==> src/rtl/pov_pkg.sv <==
// Shared types, default constants and width helpers for the POV column scheduler.
package pov_pkg;

    typedef enum logic [1:0] {
        IDLE,
        ARM,
        SEND,
        LATCH
    } sched_state_t;

    localparam int THETA_BITS   = 6;
    localparam int TEX_WIDTH    = 256;
    localparam int LED_COUNT    = 52;
    localparam int PX_BITS      = 6;
    localparam int LATCH_CYCLES = 8000;

    function automatic int col_width(input int tex_width);
        return $clog2(tex_width);
    endfunction

    function automatic int addr_width(input int tex_width, input int led_count);
        return $clog2(tex_width * led_count);
    endfunction

    function automatic int timer_width(input int latch_cycles);
        return (latch_cycles > 1) ? $clog2(latch_cycles) : 1;
    endfunction

endpackage

==> src/rtl/pov_column_scheduler_if.sv <==
// Angle/strip/ROM-address bundle between the scheduler and its neighbours.
// drop_cnt exists only when POV_SCHED_STATS_EN is defined.
interface pov_column_scheduler_if #(
    parameter int THETA_BITS = pov_pkg::THETA_BITS,
    parameter int TEX_WIDTH  = pov_pkg::TEX_WIDTH,
    parameter int LED_COUNT  = pov_pkg::LED_COUNT,
    parameter int PX_BITS    = pov_pkg::PX_BITS
);
    localparam int COL_W  = pov_pkg::col_width(TEX_WIDTH);
    localparam int ADDR_W = pov_pkg::addr_width(TEX_WIDTH, LED_COUNT);

    logic                  en;
    logic [THETA_BITS-1:0] theta;
    logic                  strip_done;
    logic [PX_BITS-1:0]    next_px_num;
    logic                  strip_start;
    logic [COL_W-1:0]      col;
    logic [ADDR_W-1:0]     rom_addr;
    logic                  busy;
`ifdef POV_SCHED_STATS_EN
    logic [15:0]           drop_cnt;

    modport master (
        output en, theta, strip_done, next_px_num,
        input  strip_start, col, rom_addr, busy, drop_cnt
    );

    modport slave (
        input  en, theta, strip_done, next_px_num,
        output strip_start, col, rom_addr, busy, drop_cnt
    );
`else
    modport master (
        output en, theta, strip_done, next_px_num,
        input  strip_start, col, rom_addr, busy
    );

    modport slave (
        input  en, theta, strip_done, next_px_num,
        output strip_start, col, rom_addr, busy
    );
`endif
endinterface

==> src/rtl/pov_latch_timer.sv <==
// Loadable down-counter with a zero flag; times the WS2812 latch gap.
module pov_latch_timer #(
    parameter int WIDTH = 13
) (
    input  logic             clk,
    input  logic             rst_n,
    input  logic             load,
    input  logic [WIDTH-1:0] load_val,
    input  logic             dec,
    output logic             zero
);
    logic [WIDTH-1:0] count;

    always_ff @(posedge clk or negedge rst_n) begin
        if (!rst_n) begin
            count <= '0;
        end else if (load) begin
            count <= load_val;
        end else if (dec && count != '0) begin
            count <= count - WIDTH'(1);
        end
    end

    assign zero = (count == '0);

endmodule

==> src/rtl/pov_column_scheduler.sv <==
// Fires one strip frame per new angle column and enforces the latch gap between frames.
// Define POV_SCHED_STATS_EN to add the saturating drop_cnt statistics counter.
module pov_column_scheduler #(
    parameter int THETA_BITS   = pov_pkg::THETA_BITS,
    parameter int TEX_WIDTH    = pov_pkg::TEX_WIDTH,
    parameter int LED_COUNT    = pov_pkg::LED_COUNT,
    parameter int PX_BITS      = pov_pkg::PX_BITS,
    parameter int LATCH_CYCLES = pov_pkg::LATCH_CYCLES
) (
    input logic                   clk,
    input logic                   rst_n,
    pov_column_scheduler_if.slave bus
);
    import pov_pkg::*;

    localparam int COL_W   = col_width(TEX_WIDTH);
    localparam int ADDR_W  = addr_width(TEX_WIDTH, LED_COUNT);
    localparam int CNT_W   = timer_width(LATCH_CYCLES);
    localparam int SHIFT   = COL_W - THETA_BITS;
    localparam int LAST_PX = LED_COUNT - 1;

    sched_state_t          state;
    sched_state_t          state_n;
    logic [THETA_BITS-1:0] theta_q;
    logic                  pending;
    logic                  change;
    logic                  strip_start;
    logic                  timer_load;
    logic                  timer_dec;
    logic                  timer_zero;
    logic                  busy_q;
    logic [COL_W-1:0]      col_q;
    logic [ADDR_W-1:0]     rom_addr_q;
    logic [PX_BITS-1:0]    px_clamped;

    assign change = (bus.theta != theta_q);

    always_ff @(posedge clk or negedge rst_n) begin
        if (!rst_n) begin
            state <= IDLE;
        end else begin
            state <= state_n;
        end
    end

    always_comb begin
        state_n = state;
        case (state)
            IDLE:    if (pending && bus.en) state_n = ARM;
            ARM:     state_n = SEND;
            SEND:    if (bus.strip_done) state_n = LATCH;
            LATCH:   if (timer_zero) state_n = IDLE;
            default: state_n = IDLE;
        endcase
    end

    always_comb begin
        strip_start = (state == ARM);
        timer_load  = (state == SEND) && bus.strip_done;
        timer_dec   = (state == LATCH);
    end

    pov_latch_timer #(
        .WIDTH(CNT_W)
    ) u_latch_timer (
        .clk      (clk),
        .rst_n    (rst_n),
        .load     (timer_load),
        .load_val (CNT_W'(LATCH_CYCLES - 1)),
        .dec      (timer_dec),
        .zero     (timer_zero)
    );

    always_comb begin
        px_clamped = bus.next_px_num;
        if (int'(bus.next_px_num) > LAST_PX) px_clamped = PX_BITS'(LAST_PX);
    end

    // A change landing in the ARM cycle keeps pending set so the newer angle gets its own frame.
    always_ff @(posedge clk or negedge rst_n) begin
        if (!rst_n) begin
            theta_q    <= '0;
            pending    <= 1'b0;
            col_q      <= '0;
            busy_q     <= 1'b0;
            rom_addr_q <= '0;
        end else begin
            theta_q <= bus.theta;
            if (change) begin
                pending <= 1'b1;
            end else if (state == ARM) begin
                pending <= 1'b0;
            end
            if (state == ARM) begin
                col_q <= COL_W'(theta_q) << SHIFT;
            end
            busy_q     <= (state_n != IDLE);
            // TEX_WIDTH is a power of two, so row*TEX_WIDTH + col is a concatenation.
            rom_addr_q <= (ADDR_W'(px_clamped) << COL_W) | ADDR_W'(col_q);
        end
    end

`ifdef POV_SCHED_STATS_EN
    logic [15:0] drop_q;

    always_ff @(posedge clk or negedge rst_n) begin
        if (!rst_n) begin
            drop_q <= '0;
        end else if (change && pending && state != ARM && drop_q != '1) begin
            drop_q <= drop_q + 16'd1;
        end
    end

    assign bus.drop_cnt = drop_q;
`endif

    assign bus.strip_start = strip_start;
    assign bus.col         = col_q;
    assign bus.rom_addr    = rom_addr_q;
    assign bus.busy        = busy_q;

endmodule

==> src/flat_wrapper.sv <==
// flat-port wrapper written by rule: the top's interface ports become plain ports
module pov_column_scheduler_flat import pov_pkg::*;
#(
    parameter int THETA_BITS   = pov_pkg::THETA_BITS,
    parameter int TEX_WIDTH    = pov_pkg::TEX_WIDTH,
    parameter int LED_COUNT    = pov_pkg::LED_COUNT,
    parameter int PX_BITS      = pov_pkg::PX_BITS,
    parameter int LATCH_CYCLES = pov_pkg::LATCH_CYCLES
)
  (clk, rst_n, bus_en, bus_theta, bus_strip_done, bus_next_px_num, bus_strip_start, bus_col, bus_rom_addr, bus_busy);
  pov_column_scheduler_if #(.THETA_BITS(THETA_BITS), .TEX_WIDTH(TEX_WIDTH), .LED_COUNT(LED_COUNT), .PX_BITS(PX_BITS)) bus_i ();
  input logic clk;
  input logic rst_n;
  input wire logic [$bits(bus_i.en)-1:0] bus_en;
  input wire logic [$bits(bus_i.theta)-1:0] bus_theta;
  input wire logic [$bits(bus_i.strip_done)-1:0] bus_strip_done;
  input wire logic [$bits(bus_i.next_px_num)-1:0] bus_next_px_num;
  output wire logic [$bits(bus_i.strip_start)-1:0] bus_strip_start;
  output wire logic [$bits(bus_i.col)-1:0] bus_col;
  output wire logic [$bits(bus_i.rom_addr)-1:0] bus_rom_addr;
  output wire logic [$bits(bus_i.busy)-1:0] bus_busy;
  assign bus_i.en = bus_en;
  assign bus_i.theta = bus_theta;
  assign bus_i.strip_done = bus_strip_done;
  assign bus_i.next_px_num = bus_next_px_num;
  assign bus_strip_start = bus_i.strip_start;
  assign bus_col = bus_i.col;
  assign bus_rom_addr = bus_i.rom_addr;
  assign bus_busy = bus_i.busy;
  pov_column_scheduler #(.THETA_BITS(THETA_BITS), .TEX_WIDTH(TEX_WIDTH), .LED_COUNT(LED_COUNT), .PX_BITS(PX_BITS), .LATCH_CYCLES(LATCH_CYCLES)) u_core (.clk(clk), .rst_n(rst_n), .bus(bus_i));
endmodule
==> config.mk <==
export PLATFORM = sky130hd
export DESIGN_NAME = pov_column_scheduler_flat
export DESIGN_NICKNAME = d
export VERILOG_FILES = /design/src/rtl/pov_pkg.sv /design/src/rtl/pov_column_scheduler_if.sv /design/src/rtl/pov_latch_timer.sv /design/src/rtl/pov_column_scheduler.sv /design/src/flat_wrapper.sv
export SDC_FILE = /design/constraint.sdc
export NUM_CORES = 1
export LEC_CHECK = 0
export BUFFER_PORTS_ARGS = -buffer_cell sky130_fd_sc_hd__buf_2
export CELL_PAD_IN_SITES_DETAIL_PLACEMENT = 0
export CELL_PAD_IN_SITES_GLOBAL_PLACEMENT = 2
export CORE_MARGIN = 8
export CORE_UTILIZATION = 35
export CTS_BUF_LIST = sky130_fd_sc_hd__clkbuf_4 sky130_fd_sc_hd__clkbuf_8
export DETAILED_ROUTE_END_ITERATION = 12
export PLACE_DENSITY = 0.84
export SYNTH_ARGS = -nofsm -noshare
export SYNTH_HDL_FRONTEND = slang
export SYNTH_SLANG_ARGS = --single-unit
==> constraint.sdc <==
create_clock -name clk -period 2.53 [get_ports clk]
set_clock_uncertainty 0.2 [all_clocks]
set_input_delay 0.1265 -clock clk [delete_from_list [all_inputs] [get_ports clk]]
set_output_delay 0.1265 -clock clk [all_outputs]
set_load 0.02 [all_outputs]
# Word-level counts from Yosys, hierarchy flattened
# Index checks and enable logic that the tools add are counted.
dict set report word_totals {
  register_bits 43
}
dict set report classes {
  order_cmp 1
  reduce_logical 9
  mux 9
  n_addsub 1
  n_bitwise 1
  eq_ne 4
}
# op count
set ops {}
lappend ops {{2-to-1 mux 13 bit} 2}
lappend ops {{bitwise OR 14 x 8 -> 14 bit} 1}
lappend ops {{zero test 13 bit} 1}
lappend ops {{nonzero test 13 bit} 1}
lappend ops {{subtractor 13 x 1 -> 13 bit, second input constant} 1}
lappend ops {{case mux 2 bit (4 select lines)} 1}
lappend ops {{greater-than comparator 6 bit, second input constant} 1}
lappend ops {{2-to-1 mux 2 bit} 3}
lappend ops {{2-to-1 mux 6 bit} 1}
lappend ops {{inequality test 6 bit} 1}
lappend ops {{nonzero test 2 bit} 3}
lappend ops {{== test 2 bit, second input constant} 2}
lappend ops {{logical AND 1 bit} 3}
lappend ops {{== test 2 x 1 -> 1 bit, second input constant} 1}
lappend ops {{zero test 2 bit} 1}
lappend ops {{2-to-1 mux 1 bit} 2}

# Longest topological paths before layout
# Gate-level depths: netlist of the first run.
dict set report logic_depth {
  ltp_word 4
  mapped_depth 6
}

# Cells and area by module
# From an unflattened synthesis of the first run, not the netlist that was laid out.
dict set report hier_totals {
  cells_unflattened 171
  hier_area_um2 1909.3
}
# mod instances area_each_um2 cells_per_inst
set modules_own_cells {}
lappend modules_own_cells {pov_column_scheduler 1 1011.0 68}
lappend modules_own_cells {pov_latch_timer 1 898.4 103}

# Least setup slack after synthesis of the first run
# Ideal clock, no wire load.
dict set report synth_timing {
  path_kind {reg2reg}
  start {register u_core.u_latch_timer.count[0]}
  end {register u_core.state[0]}
  setup_slack_ns 0.322
  arrival_time_ns 1.883
  stages_incl_launch_ff 7
  period_less_slack_ns 2.208
  cell_sequence {dfrtp_1 > inv_1 > ha_1 > nor4b_1 > or4b_4 > and2_4 > mux2_4}
}
dict set report synth_between {
  elab_chain_cells 3
}
# item line
set synth_rtl {}
lappend synth_rtl {{start, declared} pov_latch_timer.sv:12} ;# logic [WIDTH-1:0] count;
lappend synth_rtl {{start signal, assigned} pov_latch_timer.sv:18} ;# count <= load_val;
lappend synth_rtl {{start signal, assigned} pov_latch_timer.sv:20} ;# count <= count - WIDTH'(1);
lappend synth_rtl {{zero test 13 bit} pov_latch_timer.sv:24} ;# assign zero = (count == '0);
lappend synth_rtl {{2-to-1 mux 2 bit} pov_column_scheduler.sv:52} ;# LATCH: if (timer_zero) state_n = IDLE;
lappend synth_rtl {{case mux 2 bit (4 select lines)} pov_column_scheduler.sv:48} ;# case (state)
lappend synth_rtl {{named net u_core.state_n[0]} pov_column_scheduler.sv:23} ;# sched_state_t state_n;
lappend synth_rtl {{end signal, assigned} pov_column_scheduler.sv:42} ;# state <= state_n;
lappend synth_rtl {{end, declared} pov_column_scheduler.sv:22} ;# sched_state_t state;
# The timed path passes the listed nets, and every way through them passes these cells.
# A chain may end at the register's enable or synchronous reset.

# Final worst setup path of the first run
# Ends and elaborated chain as after synthesis.

==> results.md, run 1 <==
* Initial DRC Count at 88
* CP required at 2.52 ns
* Rows at 25
* CTS clk-pin slew, worst paths at 0.08 ns
* Arrival time at the worst endpoint at 2.28 ns
* # IOs at 40
* CTS tree: done
* Cell taking the most area after synthesis: dfrtp_1
* Worst r2r dst: u_core.state[0]
* RR Startpoint: u_core.u_latch_timer.count[0]
* CTS root buf: clkbuf_8
* Vias/cell at 4.78
* Max cap viols at 0
* GR peak layer: met2
* M3 GR Usage at 4.39%
* Drt wl/cell at 14.2 um
* Kind of critical path: reg -> reg
* Reg2reg path depth at 6
* Max Clock Freq at 436 MHz
* Post-layout util at 47.0%
* Die height at 85.9 um
* Post-Syn Instances at 148
* Min Clock Period, post-route at 2.29 ns
* Slew Viols, Final at 0
* # clock sinks at 41
* Fraction of layout cells with a size suffix above 1 at 29.7%
* Core outline area at 4720 sq um
* Post-synth EDFFs at 0
* Pwr dens at 830 nW/um^2
* Top-area cell type share of the netlist area at 60.0%
* TNS Setup at 0 ns
* Hold crit path type: in -> reg
* DRT antenna net count at 0
* Slew Limit Headroom at 39.7%
* Synth area leaders: dfrtp_1, mux2_2, nor2_1, nand2_1, nand3_1
* First-pass GRT wire length at 6400 um
* Syn Area/Cell at 11.6 sq um
* GRT overflow at 0
* Synth-to-layout area growth at 29.7%
* Final instance area at 2220 sq um
* Starting Density at 36.2%
* Final setup violation count at 0
* Buffers on Ports at 35
* H-tree Lvls at 2
* Max Fanout on Critical Path at 6
* Lkg Pwr at 0.00101 uW
* CP endpoint: u_core.state[0]
* Ys flop type: dfrtp_1
* M2 GR Usage at 18.5%
* Tot GR Track Use at 10.9%
* Clock Latency Late Sink at 0.29 ns
* Antenna violations before repair at 0
* Final Cycle Share at 90.7%
* Ant diodes at 0
* Hold Fails Final Rpt at 0
* Pre-antenna DRT Iters at 4
* DRC at 0
* Seq/Total Area, Yosys at 60.0%
* Post-layout net count at 218
* Most common cell in the netlist: dfrtp_1
* Post-DP HPWL at 2730 um
* Die area at 7380 sq um
* FILL cells at 418
* Hold slack final at 0.0378 ns
* Detailed-route via count at 1,285
* Vias in the first global route at 1,396
* Register bit count reported by yosys at 41
* Largest net degree at the start of global routing at 42
* CP Capture Type: register
* CTS max path bufs at 2
* Count of different cell masters after synthesis at 37
* Grt met1 use at 11.6%
* Synth cell count leaders: dfrtp_1, nor2_1, nand2_1, nand3_1, mux2_2
* RSZ-0062 raised after global routing: false
* Worst setup SP type: register
* VDD IR-drop max at 485 uV
* Area of the mapped netlist at 1710 sq um
* R2r setup slk at 0.24 ns
* Design Power at 1840 uW
* TritonCTS buffer count at 5
* Placer Congestion at 0.840
* DRT Wirelength at 3820 um
* Placed Area at 1940 sq um
* Slew @ Worst Pin at 0.904 ns
* Ys async rst share at 100%
* Worst Setup SP: u_core.u_latch_timer.count[0]
* Outcome: finished, final reports clean
* Synth Warn # at 0
* DIE WIDTH at 85.9 um
## worst max-delay path, cell delays in order (launching register included)
cell     delay (ns)
dfrtp_1        0.41
inv_1          0.09
ha_1           0.17
nor4b_1        0.31
or4b_4         0.56
and2_4         0.19
mux2_4         0.25
## cell usage in the layout (no fill, tap or decap), types with 2 or more instances in the layout
cell type / instances
buf_4: 2
nand2b_1: 3
a21oi_1: 2
o21ai_0: 5
a211oi_1: 2
buf_2: 35
inv_1: 3
nor3_1: 2
a31oi_1: 5
dfrtp_1: 41
a21boi_0: 2
xor2_1: 3
or2_2: 3
o22ai_1: 2
dlygate4sd3_1: 16
nor2_1: 16
mux2_2: 6
or3_4: 2
conb_1: 4
o211ai_1: 4
nand2_1: 10
clkbuf_8: 5
nand3_1: 7
xnor2_1: 3
mux2i_1: 3
## metal layers
| metal | vias up | share of wire, % | wire length (um) |
|---|---|---|---|
| met5 | - | 0 | 0 |
| met4 | 0 | 1.3 | 49 |
| met3 | 5 | 6.9 | 263 |
| met2 | 42 | 50 | 1910 |
| met1 | 626 | 42 | 1600 |
| li1 | 612 | - | - |
## power by group
group | switching [uW] | internal, uW | leakage, uW
sequential | 110 | 780 | 0.000467
clock | 236 | 295 | 0.0000543
combinational | 231 | 188 | 0.000489
total | 577 | 1260 | 0.00101
## final cells by class
class                      instances  area, sq um  area share [%]
sequential                        41         1030            46.2
multi-input combinational         97          632            28.5
timing repair buffer              53          350            15.8
tap                               67         83.8            3.78
clock buffer                       5         68.8            3.10
clock inverter                     3         46.3            2.09
inverter                           3         11.3           0.508
## flip-flops by register name, summed over array words and instances, names as in the netlist
register	count
u_core.bus.busy	1
u_core.theta_q	6
u_core.bus.rom_addr	12
u_core.state	2
u_core.bus.col	6
u_core.u_latch_timer.count	13
u_core.pending	1
## cell families (layout without fill, tap and decap cells)
logic type               Yosys count  in the layout  synth area share (%)
multiplexers                      10             10                  6.58
flip-flops                        41             41                  60.0
adder cells (fa/ha/maj)            1              1                 0.731
other                              1              4                 0.219
AND/OR/NAND/NOR                   51             51                  16.2
AO/OA/AOI/OAI                     25             25                  9.51
XOR/XNOR                           6              6                  3.07
buffers and inverters             13             64                  3.73
## through the flow
| step | std cells | setup WS (ns) |
|---|---|---|
| after global placement | 245 | 0.329 |
| after global routing | 269 | 0.0709 |
| after floorplan | 151 | 0.322 |
| after CTS | 269 | 0.241 |
| final | 269 | 0.236 |
| after detailed placement | 245 | 0.254 |
## worst min path at each step
stage | start | endpoint | slack, ns | cells after the start
3_5_place_dp | bus_theta[3] | u_core.theta_q[3] | 0.06 | 1
3_3_place_gp | bus_theta[3] | u_core.theta_q[3] | 0.06 | 1
5_1_grt | bus_strip_done | u_core.state[0] | 0.06 | 4
6_report | bus_strip_done | u_core.state[0] | 0.04 | 4
4_1_cts | bus_strip_done | u_core.state[0] | 0.03 | 4
2_1_floorplan | rst_n | u_core.bus.busy | -0.37 | 0
## timing repair
item | CTS | global route
buffers inserted | 0 | 0
gates resized for setup | 0 | 0
hold endpoints to repair | 55 | 0
hold buffers | 16 | 0
Power figures use the tool's default switching activity.
==> run 2, diff against run 1 <==
--- a/config.mk
+++ b/config.mk
@@ -9,10 +9,10 @@
 export CELL_PAD_IN_SITES_DETAIL_PLACEMENT = 0
 export CELL_PAD_IN_SITES_GLOBAL_PLACEMENT = 2
 export CORE_MARGIN = 8
-export CORE_UTILIZATION = 35
+export CORE_UTILIZATION = 32
 export CTS_BUF_LIST = sky130_fd_sc_hd__clkbuf_4 sky130_fd_sc_hd__clkbuf_8
 export DETAILED_ROUTE_END_ITERATION = 12
-export PLACE_DENSITY = 0.84
+export PLACE_DENSITY = 0.81
 export SYNTH_ARGS = -nofsm -noshare
 export SYNTH_HDL_FRONTEND = slang
 export SYNTH_SLANG_ARGS = --single-unit
==> constraint.sdc (replaced) <==
create_clock -name clk -period 2.1 [get_ports clk]
set_clock_uncertainty 0.2 [all_clocks]
set_input_delay 0.105 -clock clk [delete_from_list [all_inputs] [get_ports clk]]
set_output_delay 0.105 -clock clk [all_outputs]
set_load 0.02 [all_outputs]
==> run 2 against run 1 <==
Compared with the run above:
- fmax is 11% higher
- largest cell class unchanged
- highest routed layer unchanged
- critical path type unchanged
- critical endpoint unchanged
- total power is 30% higher
- count of clock-buffer cells in the layout stayed put
==> results.md, run 2 (same netlist as run 1, synthesis figures left out) <==
* Setup WS post-layout at 0.0365 ns
* CTS clk-pin slew, worst paths at 0.08 ns
* Die height at 89.1 um
* Max Fanout on Critical Path at 4
* CP required at 2.08 ns
* DIE WIDTH at 89.1 um
* Vias in the first global route at 1,472
* DRC at 0
* DRT antenna net count at 0
* Placer Congestion at 0.833
* Die area at 7940 sq um
* Rows at 26
* Synth-to-layout area growth at 38.5%
* Min Clock Period, post-route at 2.06 ns
* Lkg Pwr at 0.00109 uW
* CTS tree: done
* Post-layout util at 46.1%
* First-pass GRT wire length at 6920 um
* Fraction of layout cells with a size suffix above 1 at 36.9%
* Largest register FFs at 13
* DRT Wirelength at 4080 um
* Arrival time at the worst endpoint at 2.04 ns
* RSZ-0062 raised after global routing: true
* Hold Fails Final Rpt at 0
* TNS Setup at 0 ns
* Max cap viols at 0
* Pwr dens at 1010 nW/um^2
* Core outline area at 5140 sq um
* Clock Latency Late Sink at 0.29 ns
* Pre-antenna DRT Iters at 4
* Vias/cell at 4.75
* Most frequent cells in the layout: dfrtp_1, buf_2, buf_4, nor2_1, dlygate4sd3_1
* Slew Viols, Final at 0
* # clock sinks at 41
* Tot GR Track Use at 11.3%
* Placed Area at 2040 sq um
* Largest net degree at the start of global routing at 16
* CTS root buf: clkbuf_8
* Placement Setup Slack at -0.00778 ns
* VDD IR-drop max at 488 uV
* Ant diodes at 0
* Detailed-route via count at 1,362
* GRT overflow at 0
* Kind of critical path: reg -> reg
* Final setup violation count at 0
* FILL cells at 497
* Final instance area at 2370 sq um
* Worst setup SP type: register
* Hold crit path type: in -> reg
* Starting Density at 33.3%
* TritonCTS buffer count at 5
* # IOs at 40
* Antenna violations before repair at 0
* Commonest non-fill, non-tap cell in the layout: dfrtp_1
* Drt wl/cell at 14.2 um
* H-tree Lvls at 2
* Final Cycle Share at 98.3%
* CTS max path bufs at 2
* Post-layout net count at 234
* Buffers on Ports at 35
* Most flops, register: u_core.u_latch_timer.count
* Initial DRC Count at 61
* Outcome: finished, final reports clean
* Max Clock Freq at 485 MHz
* CP Capture Type: register
* Post-DP HPWL at 2970 um
-- run 2: cell types whose count changed in the layout (fill, tap and decap cells not counted) --
cell        delta
clkinvlp_4     -1
inv_2          +2
nor4_1         -1
nor4_2         +1
ha_1           -1
clkinv_4       -1
nor4b_4        +1
ha_4           +1
buf_6          +1
clkinv_2       +1
buf_4         +15
inv_1          -2
nor4b_1        -1
-- run 2: worst max-delay path: stages (launching register included) --
cell and delay [ns]:
dfrtp_1 0.41, or3_4 0.38, or4b_4 0.53, and2_4 0.18
mux2_4 0.25
-- run 2: path summary, 6_finish.rpt --
kind	start	endpoint	slack, ns	depth (start not counted)
setup / recovery	u_core.u_latch_timer.count[3]	u_core.state[0]	0.04	4
min in group asynchronous	rst_n	u_core.u_latch_timer.count[10]	0.05	2
hold reg to reg	u_core.bus.col[5]	u_core.bus.rom_addr[5]	0.19	0
setup reg to reg	u_core.u_latch_timer.count[3]	u_core.state[0]	0.04	4
hold / removal	bus_strip_done	u_core.state[0]	0.02	4
max in group asynchronous	rst_n	u_core.bus.rom_addr[3]	1.15	3
-- run 2: per-stage QoR --
step | total power, uW | hold slack, ns | cells
global route | 2530 | 0.0542 | 287
detailed placement | 1680 | -0.183 | 260
global placement | 1650 | -0.194 | 260
finish | 2390 | 0.0217 | 287
CTS | 2340 | 0.0166 | 284
floorplan | 1410 | -0.391 | 151
-- run 2: layout make-up --
cell class / instances / area (sq um) / share of cell area (%)
clock buffer: 5 / 68.8 / 2.91
multi-input combinational: 97 / 666 / 28.1
tap: 70 / 87.6 / 3.70
clock inverter: 2 / 35.0 / 1.48
timing repair buffer: 69 / 474 / 20.0
sequential: 41 / 1030 / 43.3
inverter: 3 / 11.3 / 0.475
-- run 2: report_power, final --
| group | internal (uW) | switching [uW] |
|---|---|---|
| sequential | 940 | 107 |
| combinational | 368 | 370 |
| clock | 345 | 261 |
| total | 1650 | 738 |
-- run 2: repair_timing --
item / in CTS / in global routing
hold buffers: 16 / 0
buffers inserted: 1 / 3
resized for setup: 1 / 6
setup endpoints to repair: 2 / 7
pin swaps: 0 / 1
endpoints found under the hold margin: 55 / 0
-- run 2: layer usage --
| metal | vias to the layer above | global-route usage, % | share of wire [%] |
|---|---|---|---|
| li1 | 647 | - | - |
| met1 | 654 | 12.5 | 41 |
| met4 | 0 | 3.17 | 1.8 |
| met2 | 52 | 19.7 | 50 |
| met5 | - | 0 | 0 |
| met3 | 9 | 4.32 | 7.1 |
==> run 3, diff against run 2 <==
--- a/config.mk
+++ b/config.mk
@@ -5,14 +5,14 @@
 export SDC_FILE = /design/constraint.sdc
 export NUM_CORES = 1
 export LEC_CHECK = 0
-export BUFFER_PORTS_ARGS = -buffer_cell sky130_fd_sc_hd__buf_2
 export CELL_PAD_IN_SITES_DETAIL_PLACEMENT = 0
 export CELL_PAD_IN_SITES_GLOBAL_PLACEMENT = 2
 export CORE_MARGIN = 8
-export CORE_UTILIZATION = 32
+export CORE_UTILIZATION = 37
 export CTS_BUF_LIST = sky130_fd_sc_hd__clkbuf_4 sky130_fd_sc_hd__clkbuf_8
 export DETAILED_ROUTE_END_ITERATION = 12
-export PLACE_DENSITY = 0.81
+export DONT_BUFFER_PORTS = 1
+export PLACE_DENSITY = 0.8
 export SYNTH_ARGS = -nofsm -noshare
 export SYNTH_HDL_FRONTEND = slang
 export SYNTH_SLANG_ARGS = --single-unit
==> run 3 against run 2 <==
Compared with the run above:
- sequential share of layout area grew 3.6 points
- highest routed layer unchanged
- flip-flop and latch count is the same
- critical path depth is the same
- cell count shrank 19%
- count of clock-buffer cells in the layout grew 2
- fmax shrank 0.67%
- die area shrank 11%
- first-iteration DRC count grew 61%
==> results.md, run 3 (same netlist as run 1, synthesis figures left out) <==
* Arrival time at the worst endpoint at 2.06 ns
* Commonest non-fill, non-tap cell in the layout: dfrtp_1
* CP bufs+invs at 0
* Crit-path max cell delay at 0.54 ns
* Worst Setup SP: u_core.u_latch_timer.count[3]
* Fraction of layout cells with a size suffix above 1 at 25.4%
* Kind of critical path: reg -> reg
* Largest net degree at the start of global routing at 42
* Vias/cell at 5.21
* CTS max path bufs at 2
* Hold slack final at 0.0673 ns
* VDD IR-drop max at 482 uV
* RSZ-0062 raised after global routing: true
* Combinational fraction of design power at 25.4%
* Largest register FFs at 13
* Rows at 24
* Max Fanout on Critical Path at 4
* Switching share of power at 29.9%
* CTS clk-pin slew, worst paths at 0.08 ns
* Slew @ Worst Pin at 0.513 ns
* Detailed-route via count at 1,213
* Max Clock Freq at 481 MHz
* Outcome: finished, final reports clean
* Die area at 7050 sq um
* Ant diodes at 0
* Pwr dens at 1090 nW/um^2
* Die height at 84.0 um
* FILL cells at 397
* Post-layout net count at 197
* Critical-path top delay cell: or4b_4
* # IOs at 40
* Post-DP HPWL at 2630 um
* CTS root buf: clkbuf_8
* RR Startpoint: u_core.u_latch_timer.count[3]
* Lkg Pwr at 0.000962 uW
* TritonCTS buffer count at 5
* Design Power at 2380 uW
* Tot GR Track Use at 11.1%
* Worst-path cell chain: or3_4 -> or4b_4 -> and2_4 -> mux2_4
* Starting Density at 38.7%
* Hold crit path type: in -> async
* Most flops, register: u_core.u_latch_timer.count
* GRT overflow at 0
* Synth-to-layout area growth at 27.9%
* Most frequent cells in the layout: dfrtp_1, nor2_1, dlygate4sd3_1, buf_4, nand2_1
* Hold Fails Final Rpt at 0
* Slew Limit Headroom at 65.6%
* Initial DRC Count at 98
* Vias in the first global route at 1,286
* Slew Viols, Final at 0
* TNS Setup at 0 ns
* First-pass GRT wire length at 6360 um
* Final setup violation count at 0
* Worst setup SP type: register
* DIE WIDTH at 84.0 um
* DRC at 0
* Sequential Power Share at 46.9%
* CP required at 2.08 ns
* Cell-internal power at 1670 uW
* Buffers on Ports at 0
* CP Capture Type: register
* Final Cycle Share at 98.9%
* Drt wl/cell at 16.0 um
* Core outline area at 4410 sq um
* H-tree Lvls at 2
* Largest delay share family, worst path: simple AND/OR/NAND/NOR gates
* DRT Wirelength at 3730 um
* Clk pwr share at 27.8%
* Antenna violations before repair at 0
* Placer Congestion at 0.784
* DRT antenna net count at 0
* Min Clock Period, post-route at 2.08 ns
* CTS tree: done
* Clock Latency Late Sink at 0.29 ns
* Sw power at 714 uW
* Pre-antenna DRT Iters at 5
* # clock sinks at 41
* Max cap viols at 0
[run 3: timing repair]
action	4_1_cts	5_1_grt
endpoints found under the hold margin	57	0
hold buffers	16	0
pin swaps	0	1
setup endpoints to repair	2	6
resized for setup	3	6
buffers inserted	0	4
[run 3: metrics by stage]
step / area (sq um) / worst slack [ns] / cells / utilization (%)
6_report: 2190 / 0.0225 / 233 / 49.5
5_1_grt: 2190 / -0.0187 / 233 / 49.5
4_1_cts: 2130 / 0.00178 / 229 / 48.3
3_5_place_dp: 1830 / -0.0239 / 205 / 41.5
3_3_place_gp: 1830 / 0.0669 / 205 / 41.5
2_1_floorplan: 1730 / 0.00236 / 151 / -
[run 3: worst reg2reg max path, delay by kind of cell, from the launching register on]
| kind | cells | cell delay [ns] |
|---|---|---|
| flops | 1 | 0.41 |
| simple gates | 3 | 1.11 |
| mux | 1 | 0.25 |
[run 3: layer usage]
metal | track usage [%] | vias to the layer above | wire length, um
met1 | 12.4 | 580 | 1540
met3 | 5.47 | 6 | 390
met5 | 0 | - | 0
met4 | 3.77 | 0 | 48
li1 | - | 576 | -
met2 | 18.0 | 51 | 1760
[run 3: final timing paths]
path                                            endpoint  slack [ns]  depth (start not counted)
hold reg to reg            u_core.u_latch_timer.count[9]        0.31                          1
hold / removal             u_core.u_latch_timer.count[6]        0.07                          2
min in group clk                       u_core.theta_q[2]        0.22                          1
setup / recovery                         u_core.state[0]        0.02                          4
max in group asynchronous              u_core.theta_q[0]        1.43                          2
setup reg to reg                         u_core.state[0]        0.02                          4
[run 3: final cells by class]
type | count | area, sq um | area share [%]
Multi-Input combinational cell | 97 | 671 | 30.7
Clock buffer | 7 | 90.1 | 4.12
Clock inverter | 1 | 30.0 | 1.37
Tap cell | 52 | 65.1 | 2.97
Timing Repair Buffer | 32 | 294 | 13.4
Inverter | 3 | 11.3 | 0.515
Sequential cell | 41 | 1030 | 46.9
[run 3: power by group through the flow]
stage	Clock (uW)	Sequential (uW)	Combinational, uW
4_1_cts	679	1120	524
5_1_grt	713	1140	680
2_1_floorplan	0	1120	289
3_5_place_dp	0	1130	469
3_3_place_gp	0	1120	456
6_report	662	1120	605
